[config.mk]
export PLATFORM = sky130hd
export DESIGN_NAME = log2_hist
export DESIGN_NICKNAME = d
export VERILOG_FILES = /design/src/rtl/log2_hist.sv
export SDC_FILE = /design/constraint.sdc
export NUM_CORES = 1
export LEC_CHECK = 0
export BUFFER_PORTS_ARGS = -buffer_cell sky130_fd_sc_hd__buf_2
export CORE_MARGIN = 2
export CORE_UTILIZATION = 58
export CTS_BUF_LIST = sky130_fd_sc_hd__clkbuf_8 sky130_fd_sc_hd__clkbuf_16
export CTS_CLUSTER_SIZE = 30
export DETAILED_ROUTE_END_ITERATION = 16
export HOLD_SLACK_MARGIN = 0.03
export PLACE_DENSITY = 0.76
export SYNTH_ARGS = -nofsm -noshare
export SYNTH_HDL_FRONTEND = slang
export SYNTH_SLANG_ARGS = --single-unit
[constraint.sdc]
create_clock -name clk -period 11.1 [get_ports clk]
set_clock_uncertainty 0.2 [all_clocks]
set_input_delay 1.665 -clock clk [delete_from_list [all_inputs] [get_ports clk]]
set_output_delay 1.665 -clock clk [all_outputs]
set_load 0.005 [all_outputs]
[src/rtl/log2_hist.sv]
// log2_hist: per-degree event histogram for the log2 stage.
// Eight saturating bin counters (one per degree) plus one reject counter, with a
// registered single-cycle read port and a sticky saturation flag.
module log2_hist #(
    parameter int unsigned CNT_W = 16
) (
    input  logic             clk,
    input  logic             rst_n,
    input  logic             in_valid,
    input  logic [7:0]       num,
    input  logic [2:0]       degree,
    input  logic             clear,
    input  logic             rd_en,
    input  logic [3:0]       rd_addr,
    output logic [CNT_W-1:0] rd_data,
    output logic             rd_valid,
    output logic             busy_sat
);

    localparam int unsigned      NumCnt = 9;
    localparam logic [3:0]       RejIdx = 4'd8;
    localparam logic [CNT_W-1:0] CntMax = '1;

    logic [CNT_W-1:0] cnt_q [NumCnt];
    logic [CNT_W-1:0] cnt_d [NumCnt];
    logic             sat_q, sat_d;
    logic [CNT_W-1:0] rd_data_q, rd_data_d;
    logic             rd_valid_q, rd_valid_d;

    logic       is_pow2;
    logic       deg_match;
    logic [3:0] hit_idx;

    // Classify the operand: matching power of two goes to its bin, anything else to reject.
    always_comb begin
        is_pow2   = (num != 8'd0) && ((num & (num - 8'd1)) == 8'd0);
        deg_match = (num == (8'd1 << degree));
        hit_idx   = (is_pow2 && deg_match) ? {1'b0, degree} : RejIdx;
    end

    // Counter next state: clear wins over an event; a full counter holds and flags saturation.
    always_comb begin
        cnt_d = cnt_q;
        sat_d = sat_q;
        if (clear) begin
            cnt_d = '{default: '0};
            sat_d = 1'b0;
        end else if (in_valid) begin
            if (cnt_q[hit_idx] == CntMax) begin
                sat_d = 1'b1;
            end else begin
                cnt_d[hit_idx] = cnt_q[hit_idx] + 1'b1;
            end
        end
    end

    // Read next state: samples pre-edge counter state, so collisions return the old value.
    always_comb begin
        rd_valid_d = rd_en;
        rd_data_d  = rd_data_q;
        if (rd_en) begin
            rd_data_d = (rd_addr <= RejIdx) ? cnt_q[rd_addr] : '0;
        end
    end

    // State registers.
    always_ff @(posedge clk or negedge rst_n) begin
        if (!rst_n) begin
            cnt_q      <= '{default: '0};
            sat_q      <= 1'b0;
            rd_data_q  <= '0;
            rd_valid_q <= 1'b0;
        end else begin
            cnt_q      <= cnt_d;
            sat_q      <= sat_d;
            rd_data_q  <= rd_data_d;
            rd_valid_q <= rd_valid_d;
        end
    end

    assign rd_data  = rd_data_q;
    assign rd_valid = rd_valid_q;
    assign busy_sat = sat_q;

endmodule

==> results.sh, run 1 <==
export IMPL_status="completed"
export IMPL_drive_gt1_share_pct=20.78
export IMPL_gp_congestion=0.9389
export IMPL_ys_flop_type="dfrtp_1"
export IMPL_dpl_hpwl_microns=17490
export IMPL_io_pins=38
export IMPL_min_period_over_period_pct=72.61
export IMPL_die_h_microns=131.5
export IMPL_start_util_pct=59.35
export IMPL_arrival_ps=8230
export IMPL_port_buffers=37
export IMPL_cts_tree="yes"
export IMPL_grt_pass1_wl_microns=43130
export IMPL_grt_max_degree=86
export IMPL_cts_buffers=17
export IMPL_synth_nets=851
export IMPL_cp_end_kind="register"
export IMPL_drt_total_wl_microns=27120
export IMPL_cts_hold_buf=0
export IMPL_ys_warn_count=0
export IMPL_via_count=7552
export IMPL_leakagePower_nw=4.182
export IMPL_worst_slew_pin_slew_ps=1146
export IMPL_cap_viol_max_count=0
export IMPL_insertion_delay_ps=430
export IMPL_final_nets=852
export IMPL_path_max_fanout=38
export IMPL_cts_clk_slew_worst_paths_ps=60
export IMPL_slew_limit_headroom_pct=23.00
export IMPL_hold_ws_ps=316.6
export IMPL_setup_viol=0
export IMPL_max_vdd_ir_drop_v=0.0001026
export IMPL_period_minus_slack_ps=8059
export IMPL_antennaDiodeCount=0
export IMPL_drtIter0Drc=926
export IMPL_timing_final_ws_setup_ps=3041
export IMPL_die_area_sq_um=17290
export IMPL_drc=0
export IMPL_max_freq_mhz=124.1
export IMPL_synth_edf_count=0
export IMPL_critPathKind="in2reg"
export IMPL_overflow=0
export IMPL_rsz0062_at_grt="false"
export IMPL_synth_area_per_cell_sq_um=11.36
export IMPL_grtUsageTotal_pct=32.65
export IMPL_row_count=46
export IMPL_placed_cell_area_sq_um=9702
export IMPL_cts_setup_buffers=0
export IMPL_first_pass_iters=5
export IMPL_setup_tns_ps=0
export IMPL_fin_area_sq_um=10270
export IMPL_cts_root_buf="clkbuf_16"
export IMPL_area_delta_synth_final_pct=8.985
export IMPL_synth_seq_cells=162
export IMPL_die_w_microns=131.5
export IMPL_avgViaCountPerCell=7.138
export IMPL_first_global_vias=7557
export IMPL_dp_slack_ps=2690
export IMPL_synth_cells=830
export IMPL_cts_repair_resize_count=0
export IMPL_finalHoldViolations=0
export IMPL_worst_setup_path_start_kind="input port"
export IMPL_min_path_type="reg2reg"
export IMPL_antenna_left=0
export IMPL_clock_sinks=162
export IMPL_powerDensity_nw_per_um2=127.4
export IMPL_seq_area_frac_synth_pct=43.00
export IMPL_cts_max_level=4
export IMPL_yosysUniqueCellTypes=58
export IMPL_wl_per_cell_microns=25.64
export IMPL_slew_violations=0
export IMPL_core_sq_um=15890
export IMPL_grt_antenna_before_repair=0
export IMPL_async_reset_ff_share_pct=100.0
export IMPL_cts_max_path_buffers=2
export IMPL_cp_required_ps=11270
export IMPL_netlist_area_sq_um=9428
==> synthesized netlist by cell type (6+ instances only) <==
cell	n	share of area, %
dfrtp_1	162	43
nor2_1	129	5.1
mux4_2	64	15
a211oi_1	56	4.5
mux2i_1	48	5.1
nand2_1	39	1.6
a21oi_1	38	2.0
clkbuf_1	36	1.4
o2bb2ai_1	33	3.1
a22o_1	31	2.9
nand3_1	22	1.2
mux2_2	16	1.9
buf_2	15	0.80
xnor2_1	14	1.3
inv_1	10	0.40
xor2_1	9	0.84
and3_1	8	0.53
buf_4	8	0.64
a31oi_1	7	0.46
mux2_1	6	0.72
nand2b_1	6	0.40
==> report_power, final <==
group,total [mW],internal [mW],leakage (nW),switching (mW)
clock network,0.586,0.348,0.285,0.238
logic,0.117,0.0343,1.67,0.0823
registers,0.606,0.598,2.23,0.00815
total,1.31,0.980,4.18,0.329
==> worst max-delay path, stage by stage <==
cell and delay (ps):
buf_2 510, buf_4 430, nor2_1 200, a2111oi_2 450
o22ai_1 190, nor4_4 280, buf_4 460, nor2_1 70
a31oi_1 610, ha_1 420, nand3_1 150, mux2_2 340
nor4_4 1000, a2111oi_2 230, nor2_1 660, buf_4 340
a22o_1 170
==> cell families (layout without fill, tap and decap cells) <==
| family | after synthesis | count (layout) | synth area share, % |
|---|---|---|---|
| DFF | 162 | 162 | 43.00 |
| xor gates and xnor gates | 23 | 23 | 2.137 |
| muxes | 135 | 135 | 23.17 |
| adders and majority gates | 1 | 1 | 0.1327 |
| and+or+nand+nor | 241 | 241 | 11.73 |
| buffers and inverters | 78 | 90 | 3.942 |
| AOI/OAI and AO/OA | 190 | 190 | 15.89 |
==> path summary, 6_finish.rpt <==
check / start / end / slack (ps) / depth (start not counted)
max in group asynchronous: rst_n / cnt_q[88]$_DFFE_PN0P_ / 8100 / 2
min reg2reg: cnt_q[88]$_DFFE_PN0P_ / cnt_q[88]$_DFFE_PN0P_ / 320 / 1
max: degree[1] / cnt_q[127]$_DFFE_PN0P_ / 3040 / 17
min in group asynchronous: rst_n / cnt_q[111]$_DFFE_PN0P_ / 1060 / 1
max reg2reg: cnt_q[48]$_DFFE_PN0P_ / cnt_q[127]$_DFFE_PN0P_ / 6150 / 11
min: cnt_q[88]$_DFFE_PN0P_ / cnt_q[88]$_DFFE_PN0P_ / 320 / 1
==> layout make-up <==
type / instances / area [sq um]
clock buffer: 17 / 425.4
timing repair buffer: 50 / 289.0
sequential: 162 / 4054
inverter: 10 / 37.54
fill: 1178 / 5610
multi-input combinational: 590 / 5051
tap: 216 / 270.3
clock inverter: 13 / 147.6
==> flip-flops by register name (all words and copies together) (netlist names) <==
register	flops
rd_data	16
busy_sat	1
cnt_q	144
rd_valid	1
==> through the flow <==
stage | cells | util, % | total power [mW]
2_1_floorplan | 830 | - | 0.6855
3_3_place_gp | 1028 | 61.07 | 0.7281
3_5_place_dp | 1028 | 61.07 | 0.7313
4_1_cts | 1058 | 64.68 | 1.309
5_1_grt | 1058 | 64.68 | 1.343
6_report | 1058 | 64.68 | 1.309
==> metal layers <==
metal | share of wire, % | vias to the layer above | GRT usage (%)
li1 | - | 3153 | -
met1 | 38 | 3782 | 44.18
met2 | 47 | 507 | 50.47
met3 | 9.5 | 110 | 6.404
met4 | 4.9 | 0 | 17.09
met5 | 0 | - | 0
==> cell usage in the layout (no fill, tap or decap), drive strengths merged, types with 17 or more instances in the layout <==
cell type,Yosys,final
a211oi,58,58
a21oi,39,39
a22o,31,31
buf,32,50
clkbuf,36,17
dfrtp,162,162
mux2,23,23
mux2i,48,48
mux4,64,64
nand2,39,39
nand3,22,22
nor2,131,131
o2bb2ai,33,33
Power figures use the tool's default switching activity.
==> run 2, diff against run 1 <==
- clock period: 11.1 -> 8.2 ns (I/O delays scaled with it)
==> run 2 against run 1 <==
Compared with the run above: utilization increased by 0.087 points; highest routed layer unchanged; largest power group unchanged; power increased by 34%; design area increased by 0.13%; routed wire length decreased by 1.8%; flip-flop and latch count unchanged; worst setup slack got worse by 1700 ps.
==> results.sh, run 2 (synthesis results as in run 1) <==
export IMPL_worst_setup_path_start_kind="input port"
export IMPL_cp_startpoint="degree[1]"
export IMPL_largest_reg_flops=144
export IMPL_finalHoldViolations=0
export IMPL_path_max_fanout=34
export IMPL_row_count=46
export IMPL_via_count=7461
export IMPL_die_w_microns=131.5
export IMPL_cts_setup_buffers=0
export IMPL_dpl_hpwl_microns=17290
export IMPL_powerDensity_nw_per_um2=171.0
export IMPL_port_buffers=37
export IMPL_r2r_start="cnt_q[16]$_DFFE_PN0P_"
export IMPL_first_global_vias=7611
export IMPL_clock_sinks=162
export IMPL_cts_max_level=4
export IMPL_cts_buffers=17
export IMPL_cpPeakStageDelay_ps=710
export IMPL_antennaDiodeCount=0
export IMPL_finalNonFillerCells=1061
export IMPL_grt_antenna_before_repair=0
export IMPL_cp_cell_sequence="buf_2, nor2_1, a2111oi_2, o22ai_1, nor4_4, nor2_1, a31oi_1, ha_1, nand3_1, mux2_2, nor4_4, buf_4, a21oi_1, a31oi_1, buf_4, a22o_1"
export IMPL_area_delta_synth_final_pct=9.131
export IMPL_rsz0062_at_grt="false"
export IMPL_drive_gt1_share_pct=21.42
export IMPL_p_total_mw=1.760
export IMPL_multi_input_area_sq_um=5051
export IMPL_cap_viol_max_count=0
export IMPL_drc=0
export IMPL_final_nets=853
export IMPL_slew_limit_headroom_pct=13.83
export IMPL_cts_hold_buf=0
export IMPL_max_freq_mhz=145.7
export IMPL_period_minus_slack_ps=6865
export IMPL_dp_slack_ps=1018
export IMPL_timing_final_ws_setup_ps=1335
export IMPL_die_area_sq_um=17290
export IMPL_cts_root_buf="clkbuf_16"
export IMPL_die_h_microns=131.5
export IMPL_min_path_type="reg2reg"
export IMPL_placed_cell_area_sq_um=9709
export IMPL_cts_repair_resize_count=0
export IMPL_slew_violations=0
export IMPL_leakagePower_nw=4.176
export IMPL_dp_cells=1029
export IMPL_regArea_sq_um=4054
export IMPL_fillCellCount=1223
export IMPL_final_cell_mix="dfrtp_1 (162), nor2_1 (129), mux4_2 (64)"
export IMPL_core_sq_um=15890
export IMPL_start_util_pct=59.35
export IMPL_antenna_left=0
export IMPL_grt_max_degree=102
export IMPL_drtIter0Drc=895
export IMPL_fin_area_sq_um=10290
export IMPL_cp_end_kind="register"
export IMPL_setup_viol=0
export IMPL_worst_slew_pin_slew_ps=1292
export IMPL_status="completed"
export IMPL_cpLargestDelayFamily="compound AO/OA/AOI/OAI gates"
export IMPL_cts_clk_slew_worst_paths_ps=60
export IMPL_gp_congestion=0.9156
export IMPL_overflow=0
export IMPL_grtUsageTotal_pct=32.22
export IMPL_avgViaCountPerCell=7.032
export IMPL_holdCritStartpoint="cnt_q[117]$_DFFE_PN0P_"
export IMPL_cts_max_path_buffers=2
export IMPL_arrival_ps=7040
export IMPL_max_vdd_ir_drop_v=0.0001290
export IMPL_critPathKind="in2reg"
export IMPL_crit_path_top_delay_cell="nor4_4"
export IMPL_cp_buffers_inverters=3
export IMPL_min_period_over_period_pct=83.72
export IMPL_wl_per_cell_microns=25.11
export IMPL_drt_total_wl_microns=26650
export IMPL_regMostFlops="cnt_q"
export IMPL_layout_commonest_cell="dfrtp_1"
export IMPL_first_pass_iters=5
export IMPL_setup_tns_ps=0
export IMPL_grt_pass1_wl_microns=42840
export IMPL_insertion_delay_ps=440
export IMPL_cp_required_ps=8370
export IMPL_cts_tree="yes"
export IMPL_io_pins=38
run 2: layout make-up:
cell class	count	share of cell area, %
multi-input cells	590	49.09
flip-flops and latches	162	39.40
clock buffers	19	4.402
repair buffers	51	2.882
well taps	216	2.627
clock inverters	13	1.228
inverters	10	0.3648
run 2: worst paths after layout:
check	endpoint	slack, ps	depth (start not counted)
worst min register to register	cnt_q[117]$_DFFE_PN0P_	310	1
worst max-delay path	cnt_q[130]$_DFFE_PN0P_	1340	16
min in group asynchronous	cnt_q[78]$_DFFE_PN0P_	660	1
worst min-delay path	cnt_q[117]$_DFFE_PN0P_	310	1
max in group asynchronous	cnt_q[133]$_DFFE_PN0P_	5790	2
worst max register to register	cnt_q[100]$_DFFE_PN0P_	3640	12
run 2: routing by layer:
metal	vias up	track usage, %	part of all wire [%]
met5	-	0	0
met4	0	15.04	3.9
met3	96	7.639	10
met2	479	50.12	48
met1	3740	43.17	38
li1	3146	-	-
run 2: through the flow:
step / hold slack [ps] / utilization, %
2_1_floorplan: 267.1 / -
4_1_cts: 314.7 / 64.77
3_5_place_dp: 293.8 / 61.12
6_report: 310.6 / 64.77
5_1_grt: 330.1 / 64.77
3_3_place_gp: 282.3 / 61.12
run 2: report_power, final:
part	internal, mW	switching, mW	leakage [nW]
Sequential	0.809	0.0103	2.23
Combinational	0.0464	0.111	1.68
Clock	0.438	0.344	0.273
Total	1.29	0.466	4.18
run 2: worst reg2reg max path: stages (launching register included):
cell       delay (ps)
dfrtp_1           390
mux4_2            480
nand2_1           110
a31oi_1           300
ha_1              440
nand3_1           150
mux2_2            240
nor4_4             60
buf_4             230
a2111oi_4        1130
buf_4             400
mux2i_1           210
nor2_1             60
